**src/rtl/spi_sample_server_pkg.sv**
```systemverilog
// Shared definitions for the SPI sample server: command opcodes, fixed tx
// marker words, status word bit positions and the status word packer.
package spi_sample_server_pkg;

  typedef enum logic [0:0] {
    S_CMD    = 1'b0,
    S_STREAM = 1'b1
  } state_e;

  // Command opcodes, carried in rx_data[15:12]
  localparam logic [3:0] OP_STREAM = 4'h1;
  localparam logic [3:0] OP_STATUS = 4'h2;
  localparam logic [3:0] OP_CTRL   = 4'h3;

  // Fixed words presented on tx_data
  localparam logic [15:0] TX_IDLE     = 16'h0000;
  localparam logic [15:0] TX_UNDERRUN = 16'hFFFF;
  localparam logic [15:0] TX_BADOP    = 16'hEEEE;

  // Status word layout: {ovf, unf, en, 8'b0, level[4:0]}
  localparam int ST_OVF_BIT = 15;
  localparam int ST_UNF_BIT = 14;
  localparam int ST_EN_BIT  = 13;
  localparam int ST_LVL_W   = 5;

  function automatic logic [15:0] pack_status(input logic ovf, input logic unf,
                                              input logic en,
                                              input logic [ST_LVL_W-1:0] lvl);
    logic [15:0] w;
    w               = '0;
    w[ST_OVF_BIT]   = ovf;
    w[ST_UNF_BIT]   = unf;
    w[ST_EN_BIT]    = en;
    w[ST_LVL_W-1:0] = lvl;
    return w;
  endfunction

endpackage

```
**src/rtl/spi_sample_server_fifo.sv**
```systemverilog
// sample_fifo: 16-bit sample FIFO, DEPTH words (power of two).
// Ports:
//   clk, rst_n        clock, async active-low reset
//   push_i, wdata_i   write request and data
//   pop_i             read request (head is on rdata_o)
//   flush_i           empty the FIFO; wins over a simultaneous push
//   rdata_o           head word; when empty, bypasses wdata_i
//   full_o, empty_o   occupancy flags
//   pop_ok_o          a pop this cycle returns real data (non-empty, or bypass)
//   drop_o            push this cycle is lost because the FIFO is full
//   level_o           occupancy, 0..DEPTH
module sample_fifo #(
  parameter int DEPTH = 16
) (
  input  logic                     clk,
  input  logic                     rst_n,
  input  logic                     push_i,
  input  logic [15:0]              wdata_i,
  input  logic                     pop_i,
  input  logic                     flush_i,
  output logic [15:0]              rdata_o,
  output logic                     full_o,
  output logic                     empty_o,
  output logic                     pop_ok_o,
  output logic                     drop_o,
  output logic [$clog2(DEPTH):0]   level_o
);

  localparam int AW = $clog2(DEPTH);
  localparam logic [AW:0] FULL_LVL = (AW+1)'(DEPTH);

  logic [15:0]   mem_q [DEPTH];
  logic [AW-1:0] wr_q, rd_q;
  logic [AW:0]   lvl_q;
  logic          push_acc, pop_acc;

  assign empty_o = (lvl_q == '0);
  assign full_o  = (lvl_q == FULL_LVL);
  assign level_o = lvl_q;

  // Full + pop frees a slot for the push; empty + push lets the pop take the
  // incoming word straight through.
  assign push_acc = push_i & ~flush_i & (~full_o | pop_i);
  assign pop_acc  = pop_i  & ~flush_i & (~empty_o | push_i);
  assign pop_ok_o = ~empty_o | (push_i & ~flush_i);
  assign drop_o   = push_i & ~flush_i & full_o & ~pop_i;
  assign rdata_o  = empty_o ? wdata_i : mem_q[rd_q];

  always_ff @(posedge clk) begin
    if (push_acc) mem_q[wr_q] <= wdata_i;
  end

  always_ff @(posedge clk or negedge rst_n) begin
    if (!rst_n) begin
      wr_q  <= '0;
      rd_q  <= '0;
      lvl_q <= '0;
    end else if (flush_i) begin
      wr_q  <= '0;
      rd_q  <= '0;
      lvl_q <= '0;
    end else begin
      if (push_acc) wr_q <= wr_q + 1'b1;
      if (pop_acc)  rd_q <= rd_q + 1'b1;
      case ({push_acc, pop_acc})
        2'b10:   lvl_q <= lvl_q + 1'b1;
        2'b01:   lvl_q <= lvl_q - 1'b1;
        default: lvl_q <= lvl_q;
      endcase
    end
  end

endmodule

```
**src/rtl/spi_sample_server.sv**
```systemverilog
// spi_sample_server: serves buffered microphone samples over an SPI slave.
// A command word selects STREAM (send N samples), STATUS or CTRL; the reply
// word is presented on tx_data one cycle after the command completes.
// Ports:
//   clk, rst_n            clock, async active-low reset (release synchronized)
//   ssel                  raw chip select pad, active-low
//   word_rx, rx_data      completed SPI word strobe and data
//   data_needed           SPI shifter loading tx_data (tx_data is held stable)
//   tx_data               next word to shift out
//   sample_valid/_data    microphone sample strobe and data
//   enable                capture enable
//   fifo_level            FIFO occupancy
module spi_sample_server
  import spi_sample_server_pkg::*;
#(
  parameter int DEPTH = 16
) (
  input  logic                   clk,
  input  logic                   rst_n,
  input  logic                   ssel,
  input  logic                   word_rx,
  input  logic [15:0]            rx_data,
  input  logic                   data_needed,
  output logic [15:0]            tx_data,
  input  logic                   sample_valid,
  input  logic [15:0]            sample_data,
  output logic                   enable,
  output logic [$clog2(DEPTH):0] fifo_level
);

  state_e      state_q, state_d;
  logic [7:0]  rem_q, rem_d;
  logic [15:0] tx_q, tx_d;
  logic        en_q, en_d, ovf_q, ovf_d, unf_q, unf_d;
  logic [1:0]  ssel_sync_q, rst_sync_q;

  logic        run, frame_active, cmd_word, push_req, pop, flush;
  logic [3:0]  opcode;
  logic [15:0] fifo_rdata;
  logic        fifo_full, fifo_empty, fifo_pop_ok, fifo_drop;
  logic        unused_ok;

  assign unused_ok = ^{data_needed, rx_data[11:8], fifo_full, fifo_empty};

  // Reset assertion is immediate; release reaches the FSM two edges later.
  always_ff @(posedge clk or negedge rst_n) begin
    if (!rst_n) rst_sync_q <= 2'b00;
    else        rst_sync_q <= {rst_sync_q[0], 1'b1};
  end
  assign run = rst_sync_q[1];

  always_ff @(posedge clk or negedge rst_n) begin
    if (!rst_n) ssel_sync_q <= 2'b11;
    else        ssel_sync_q <= {ssel_sync_q[0], ssel};
  end
  assign frame_active = ~ssel_sync_q[1];

  assign opcode   = rx_data[15:12];
  assign cmd_word = run & frame_active & word_rx;
  assign push_req = run & sample_valid & en_q;

  // Pop and flush are decoded apart from the main next-state block so the
  // FIFO's combinational outputs never loop back into it.
  assign pop = cmd_word &
               (((state_q == S_CMD) && (opcode == OP_STREAM) && (rx_data[7:0] != 8'd0)) ||
                ((state_q == S_STREAM) && (rem_q != 8'd1)));
  assign flush = cmd_word & (state_q == S_CMD) & (opcode == OP_CTRL) & rx_data[2];

  sample_fifo #(.DEPTH(DEPTH)) u_fifo (
    .clk      (clk),
    .rst_n    (rst_n),
    .push_i   (push_req),
    .wdata_i  (sample_data),
    .pop_i    (pop),
    .flush_i  (flush),
    .rdata_o  (fifo_rdata),
    .full_o   (fifo_full),
    .empty_o  (fifo_empty),
    .pop_ok_o (fifo_pop_ok),
    .drop_o   (fifo_drop),
    .level_o  (fifo_level)
  );

  always_ff @(posedge clk or negedge rst_n) begin
    if (!rst_n) begin
      state_q <= S_CMD;
      rem_q   <= '0;
      tx_q    <= TX_IDLE;
      en_q    <= 1'b0;
      ovf_q   <= 1'b0;
      unf_q   <= 1'b0;
    end else begin
      state_q <= state_d;
      rem_q   <= rem_d;
      tx_q    <= tx_d;
      en_q    <= en_d;
      ovf_q   <= ovf_d;
      unf_q   <= unf_d;
    end
  end

  always_comb begin
    state_d = state_q;
    rem_d   = rem_q;
    tx_d    = tx_q;
    en_d    = en_q;
    ovf_d   = ovf_q;
    unf_d   = unf_q;
    if (!run) begin
      state_d = S_CMD;
      rem_d   = '0;
      tx_d    = TX_IDLE;
      en_d    = 1'b0;
      ovf_d   = 1'b0;
      unf_d   = 1'b0;
    end else begin
      if (!frame_active) begin
        // Any word already popped into tx_q is discarded here.
        state_d = S_CMD;
        rem_d   = '0;
        tx_d    = TX_IDLE;
      end else if (word_rx) begin
        case (state_q)
          S_CMD: begin
            case (opcode)
              OP_STREAM: begin
                rem_d = rx_data[7:0];
                if (rx_data[7:0] == 8'd0) tx_d = TX_IDLE;
                else                      state_d = S_STREAM;
              end
              OP_STATUS: tx_d = pack_status(ovf_q, unf_q, en_q, ST_LVL_W'(fifo_level));
              OP_CTRL: begin
                en_d = rx_data[0];
                if (rx_data[1]) begin
                  ovf_d = 1'b0;
                  unf_d = 1'b0;
                end
                tx_d = TX_IDLE;
              end
              default: tx_d = TX_BADOP;
            endcase
          end
          S_STREAM: begin
            rem_d = rem_q - 8'd1;
            if (rem_q == 8'd1) begin
              state_d = S_CMD;
              tx_d    = TX_IDLE;
            end
          end
          default: state_d = S_CMD;
        endcase
      end
      if (pop) begin
        if (fifo_pop_ok) begin
          tx_d = fifo_rdata;
        end else begin
          tx_d  = TX_UNDERRUN;
          unf_d = 1'b1;
        end
      end
      // A drop in the same cycle as a CTRL clear still leaves overflow set.
      if (fifo_drop) ovf_d = 1'b1;
    end
  end

  assign tx_data = tx_q;
  assign enable  = en_q;

endmodule

```
**config.mk**
```make
export PLATFORM = sky130hd
export DESIGN_NAME = spi_sample_server
export DESIGN_NICKNAME = d
export VERILOG_FILES = /design/src/rtl/spi_sample_server_pkg.sv /design/src/rtl/spi_sample_server_fifo.sv /design/src/rtl/spi_sample_server.sv
export SDC_FILE = /design/constraint.sdc
export NUM_CORES = 1
export LEC_CHECK = 0
export CAP_MARGIN = 20
export CORE_AREA = 2 2 148 179
export DETAILED_ROUTE_END_ITERATION = 6
export DIE_AREA = 0 0 150 181
export GPL_TIMING_DRIVEN = 0
export PLACE_DENSITY = 0.69
export SYNTH_ARGS = -nofsm -noshare
export SYNTH_HDL_FRONTEND = slang
export SYNTH_SLANG_ARGS = --single-unit
export TNS_END_PERCENT = 30
```
**constraint.sdc**
```tcl
create_clock -name clk -period 5.7 [get_ports clk]
set_input_delay 1.71 -clock clk [delete_from_list [all_inputs] [get_ports clk]]
set_output_delay 1.71 -clock clk [all_outputs]
set_load 0.005 [all_outputs]
```
[Yosys cells after proc, flatten, opt, wreduce, memory -nomap -nowiden]
Memory sizes are Yosys's and may differ from the RTL's.
Index checks and enable logic that the tools add are counted.
Operators by class
  reduce and logical (&&, ||, !) cells: 14
  magnitude comparators: 0
  div/mod/pow operators: 0
  equal/unequal tests: 22
  shift-type cells: 0
  $add $sub $neg: 5
  bitwise operators: 23
  muxes and demuxes: 50
  multipliers: 0
Operator list (count)
  two-way mux 16 bit: 8
  one-hot mux 16 bit (3 select lines): 1
  two-way mux 8 bit: 4
  one-hot mux 16 bit (2 select lines): 1
  two-way mux 1 bit: 28
  two-way mux 4 bit: 4
  one-hot mux 8 bit (2 select lines): 1
  bitwise AND 1 bit: 14
  inequality test 3 x 2 -> 1 bit, second input constant: 4
  one-hot mux 5 bit (2 select lines): 1
  adder 4 x 1 -> 4 bit, second input constant: 2
  equality test 4 x 2 -> 1 bit, second input constant: 2
  equality test 8 x 1 -> 1 bit, second input constant: 1
  logical NOT 8 bit: 1
  inequality test 4 x 3 -> 1 bit, second input constant: 2
  inequality test 8 x 1 -> 1 bit, second input constant: 1
  nonzero test 8 bit: 1
  subtractor 8 x 1 -> 8 bit, second input constant: 1
  inequality test 2 bit, second input constant: 3
  inequality test 6 x 4 -> 1 bit, second input constant: 1
  inverter 1 bit: 6
  adder 5 x 1 -> 5 bit, second input constant: 1
  equality test 5 bit, second input constant: 1
  logical NOT 5 bit: 1
  other kinds (19): 24
Word-level totals
  input port bits: 38
  memory bits (writable): 256
  latch bits: 0
  memory bits (read-only): 0
  logic and storage cells: 126
  output and inout bits: 22
  memories: 1
  bits in registers: 45
Memory list
  u_fifo.mem_q: depth 16, bits a word 16, rd ports 1, clocked after Yosys merged registers in 0, wr ports 1, line spi_sample_server_fifo.sv:32  | logic [15:0] mem_q [DEPTH];

[Logic depth before layout (Yosys ltp)]
  word-level depth: 12
  mapped depth: 13
  gate-level depth less buffers: 12

[Cells and area by module]
A second synthesis with hierarchy kept.
Unflattened totals
  cells, all modules: 735
  area total of the unflattened synthesis: 12642.1 µm²
Modules (own cells, without submodules)
  sample_fifo: sequential area each 8012.7 µm², cells an instance 553, area each 10890.4 µm², instances 1
  spi_sample_server: sequential area each 803.3 µm², cells an instance 182, area each 1751.7 µm², instances 1

[Worst setup path after synthesis]
No wires, ideal clock.
  path kind: input port to flip-flop
  start point: in rx_data[13]
  end point: mem u_fifo.mem_q[0][0], enable pin
  slack: 1062 ps
  stages on the path: 6
  library setup time: 430 ps
  required time: 5270 ps
  data arrival time: 4207 ps
  path buffers: 1
  path through: nor4b_4 -> o21ai_1 -> a21oi_1 -> buf_2 -> o21ai_2 -> nor4_1
On the way
  longest elaborated chain between the ends: 9
  elaborated cells between the ends (all ways): 14
  those cells by class: eq/ne: 2; mux: 2; bitwise: 7; reduce/logical: 3
RTL lines
  start, declared: line spi_sample_server.sv:22  | input logic [15:0] rx_data,
  equality test 4 x 1 -> 1 bit: line spi_sample_server.sv:65  | (((state_q == S_CMD) && (opcode == OP_STREAM) && (rx_data[7:0] != 8'd0)) ||
  logical AND 1 bit (2 in a row): line spi_sample_server.sv:65
  logical OR 1 bit: line spi_sample_server.sv:65
  bitwise AND 1 bit: line spi_sample_server.sv:64  | assign pop = cmd_word &
  OR 1 bit: line spi_sample_server_fifo.sv:43  | assign push_acc = push_i & ~flush_i & (~full_o | pop_i);
  bitwise AND 1 bit (*): line spi_sample_server_fifo.sv:43
  two-way mux 1 bit (*): line spi_sample_server_fifo.sv:50  | if (push_acc) mem_q[wr_q] <= wdata_i;
  two-way mux 1 bit (not written as such) (*): line spi_sample_server_fifo.sv:50
  end, declared: line spi_sample_server_fifo.sv:32
Mark *: on every way between the ends. The rest lies on a longest branch, timed or not.

[Worst setup path in the final report]
  start point: in rx_data[14]
  end point: mem u_fifo.mem_q[10][6], enable pin
The elaborated chain is that of the path after synthesis.

==> out/results.tsv <==
metric	value	unit
status	complete, no violations	
metal3 WL	1580	um
crit path time final	4.53	ns
top cells by area, synth	edfxtp_1 (62%), dfrtp_1 (8.6%), mux4_2 (6.9%)	
Die Ht	181	um
Met1 Wirelength	11900	um
Crit Path Category	input port to flip-flop	
post-synthesis cell type count	59	
WP depth	8	
CP max stage cell	and2_1	
Antenna Nets Post-Route	0	
Syn Area/Cell	16.7	sq um
# resized after CTS	0	
Top FF cell, synth	edfxtp_1	
Critical Path Max Stage Delay	0.81	ns
Worst Path Buf+Inv	2	
max_cap viols	0	
die width	150	um
Worst EP arrival	4.70	ns
flip-flop and latch count after synthesis	301	
clk_skew	0.0130	ns
first-pass GRT wire length	43300	um
hold slack final	0.354	ns
wire per inst	24.0	um
Ant. Diodes	0	
Hold Path Depth	0	
Final HPWL DP	19600	um
pwr/cell area	353	nW/um^2
final setup margin	1.17	ns
largest net degree at the start of global routing	35	
clock sink count	301	
floorplan row count	64	
share of cells above drive strength 1	14.3	%
Setup TNS	0	ns
DR DRC count	0	
TritonCTS clock tree	yes	
leading cell type by number of instances after synthesis	edfxtp_1	
RePlAce Congestion	0.856	
Setup violations, final	0	
leakage	4.82	nW
Clk pin slew, worst setup/hold paths	0.06	ns
Overflow after GRT	0	
measured slew at the worst slew-check pin	0.978	ns
Largest delay share family, worst path	simple AND/OR/NAND/NOR gates	
final net count	894	
synthesized area	12500	sq um
core area	25300	sq um
Clock Tree Buf Depth	3	
TritonCTS Buffers	28	
commonest cells in the synthesized netlist	edfxtp_1 (256), mux2i_1 (58), nand2_1 (46)	
Worst setup EP type	flip-flop	
gr usage total	21.4	%
post-cts hold buffer count	0	
post-synthesis sequential area ratio	70.6	%
Synth top area share	61.6	%
Pwr Total	5.11	mW
r2r worst-path depth	11	
Max-slew headroom	34.8	%
# port buffers	54	
critical path launch point type	input port	
Async S/R FF share, synth	15.0	%
Via density	6.04	
Starting Density	49.4	%
Hold Violations, Final	0	
Post-Syn Nets	797	
Worst Path Required	5.86	ns
initial DRC count	652	
area grow syn2layout	16.1	%
vias in the first global route	7178	
highest routed layer	met4	
Clk Latency, worst-skew pair	0.54	ns
fin crit share	79.5	%
I/O pins	60	
routed vias	7238	
RSZ-0062 raised after global routing	no	
Slew Limit Fails	0	
fmax	221	MHz
Max VDD drop	237	uV
CTS Root Cell	clkbuf_16	
HP Class	flip-flop to flip-flop	
ordered list of cells on the worst path	clkdlybuf4s50_1, or3b_1, clkbuf_1, nor4_2, nor2_1, o21ai_2, nor3b_1, and2_1	
initial antenna violation count	0	
met2 wire len	14300	um
Mapped Cells	750	
Post-synth EDFFs	256	
pre-CTS setup slack	0.634	ns
CP max FO	16	
warnings from Yosys	0	
die area	27200	sq um
Setup Buffers After CTS	0	
H-tree depth	1	
first drt pass iteration count	5	
top cell type by total area after synthesis	edfxtp_1	
fin util	57.3	%
WL final	28700	um
## flip-flops by register name, summed over array words and instances (netlist names), 2 cells and up
signal	count
ssel_sync_q	2
u_fifo.level_o	5
u_fifo.rd_q	4
u_fifo.mem_q	256
u_fifo.wr_q	4
rem_q	8
tx_data	16
rst_sync_q	2
## kinds of logic (layout without fill, tap and decap cells)
logic type	count (synthesis)	after routing	share of synthesized area [%]
multiplexers	96	96	11.5
AO/OA/AOI/OAI	156	156	9.22
XOR/XNOR	13	13	0.912
adder cells (fa/ha/maj)	9	9	0.902
flip-flops	301	301	70.6
other	1	1	0.0300
AND/OR/NAND/NOR	119	119	4.90
buffers and inverters	55	173	1.95
## layout make-up
cell class	count	area, sq um
plain buffers	39	184
multi-input cells	394	3460
flip-flops and latches	301	8820
repair buffers	67	676
clock inverters	15	156
inverters	16	60.1
well taps	330	413
fillers	1977	10800
clock buffers	36	731
## where the power goes
part / leakage, nW / switching, mW / internal [mW]
Sequential: 2.88 / 0.0362 / 2.42
Combinational: 1.51 / 0.473 / 0.377
Clock: 0.425 / 0.771 / 1.04
## cells in the final DEF, fill, tap and decap left out, types with 5 or more instances in the layout
| cell | count |
|---|---|
| edfxtp_1 | 256 |
| mux2i_1 | 58 |
| clkdlybuf4s50_1 | 53 |
| nand2_1 | 46 |
| dfrtp_1 | 43 |
| mux4_2 | 38 |
| o221ai_1 | 29 |
| clkbuf_1 | 28 |
| clkbuf_16 | 28 |
| nor2_1 | 21 |
| a21oi_1 | 20 |
| a22o_1 | 19 |
| inv_1 | 15 |
| buf_4 | 15 |
| o22ai_1 | 15 |
| o21ai_0 | 14 |
| a21boi_0 | 13 |
| buf_2 | 10 |
| o311ai_0 | 10 |
| and2_1 | 9 |
| ha_1 | 9 |
| xnor2_1 | 8 |
| clkinv_1 | 7 |
| nor4_2 | 6 |
| a211oi_1 | 6 |
| o31ai_1 | 5 |
| xor2_1 | 5 |
## path summary, 6_finish.rpt
kind,startpoint,endpoint,slack [ns]
max in group asynchronous,rst_n,ssel_sync_q[0],4.08
setup / recovery,rx_data[14],u_fifo.mem_q[10][6],1.17
setup reg to reg,rem_q[3],u_fifo.level_o[4],2.39
hold / removal,ssel_sync_q[0],ssel_sync_q[1],0.35
hold reg to reg,ssel_sync_q[0],ssel_sync_q[1],0.35
min in group asynchronous,rst_n,u_fifo.level_o[1],1.05
## layer usage
metal,global-route usage [%],vias to the layer above
met1,29.3,3683
met3,2.80,63
met5,0,-
li1,-,3220
met4,7.55,0
met2,35.3,272
## metrics by stage
step           area (sq um)  instances
2_1_floorplan         12500        750
3_3_place_gp          13400       1134
3_5_place_dp          13600       1147
4_1_cts               14500       1198
5_1_grt               14500       1198
6_report              14500       1198
No activity file was read; power rests on OpenSTA's default activity.
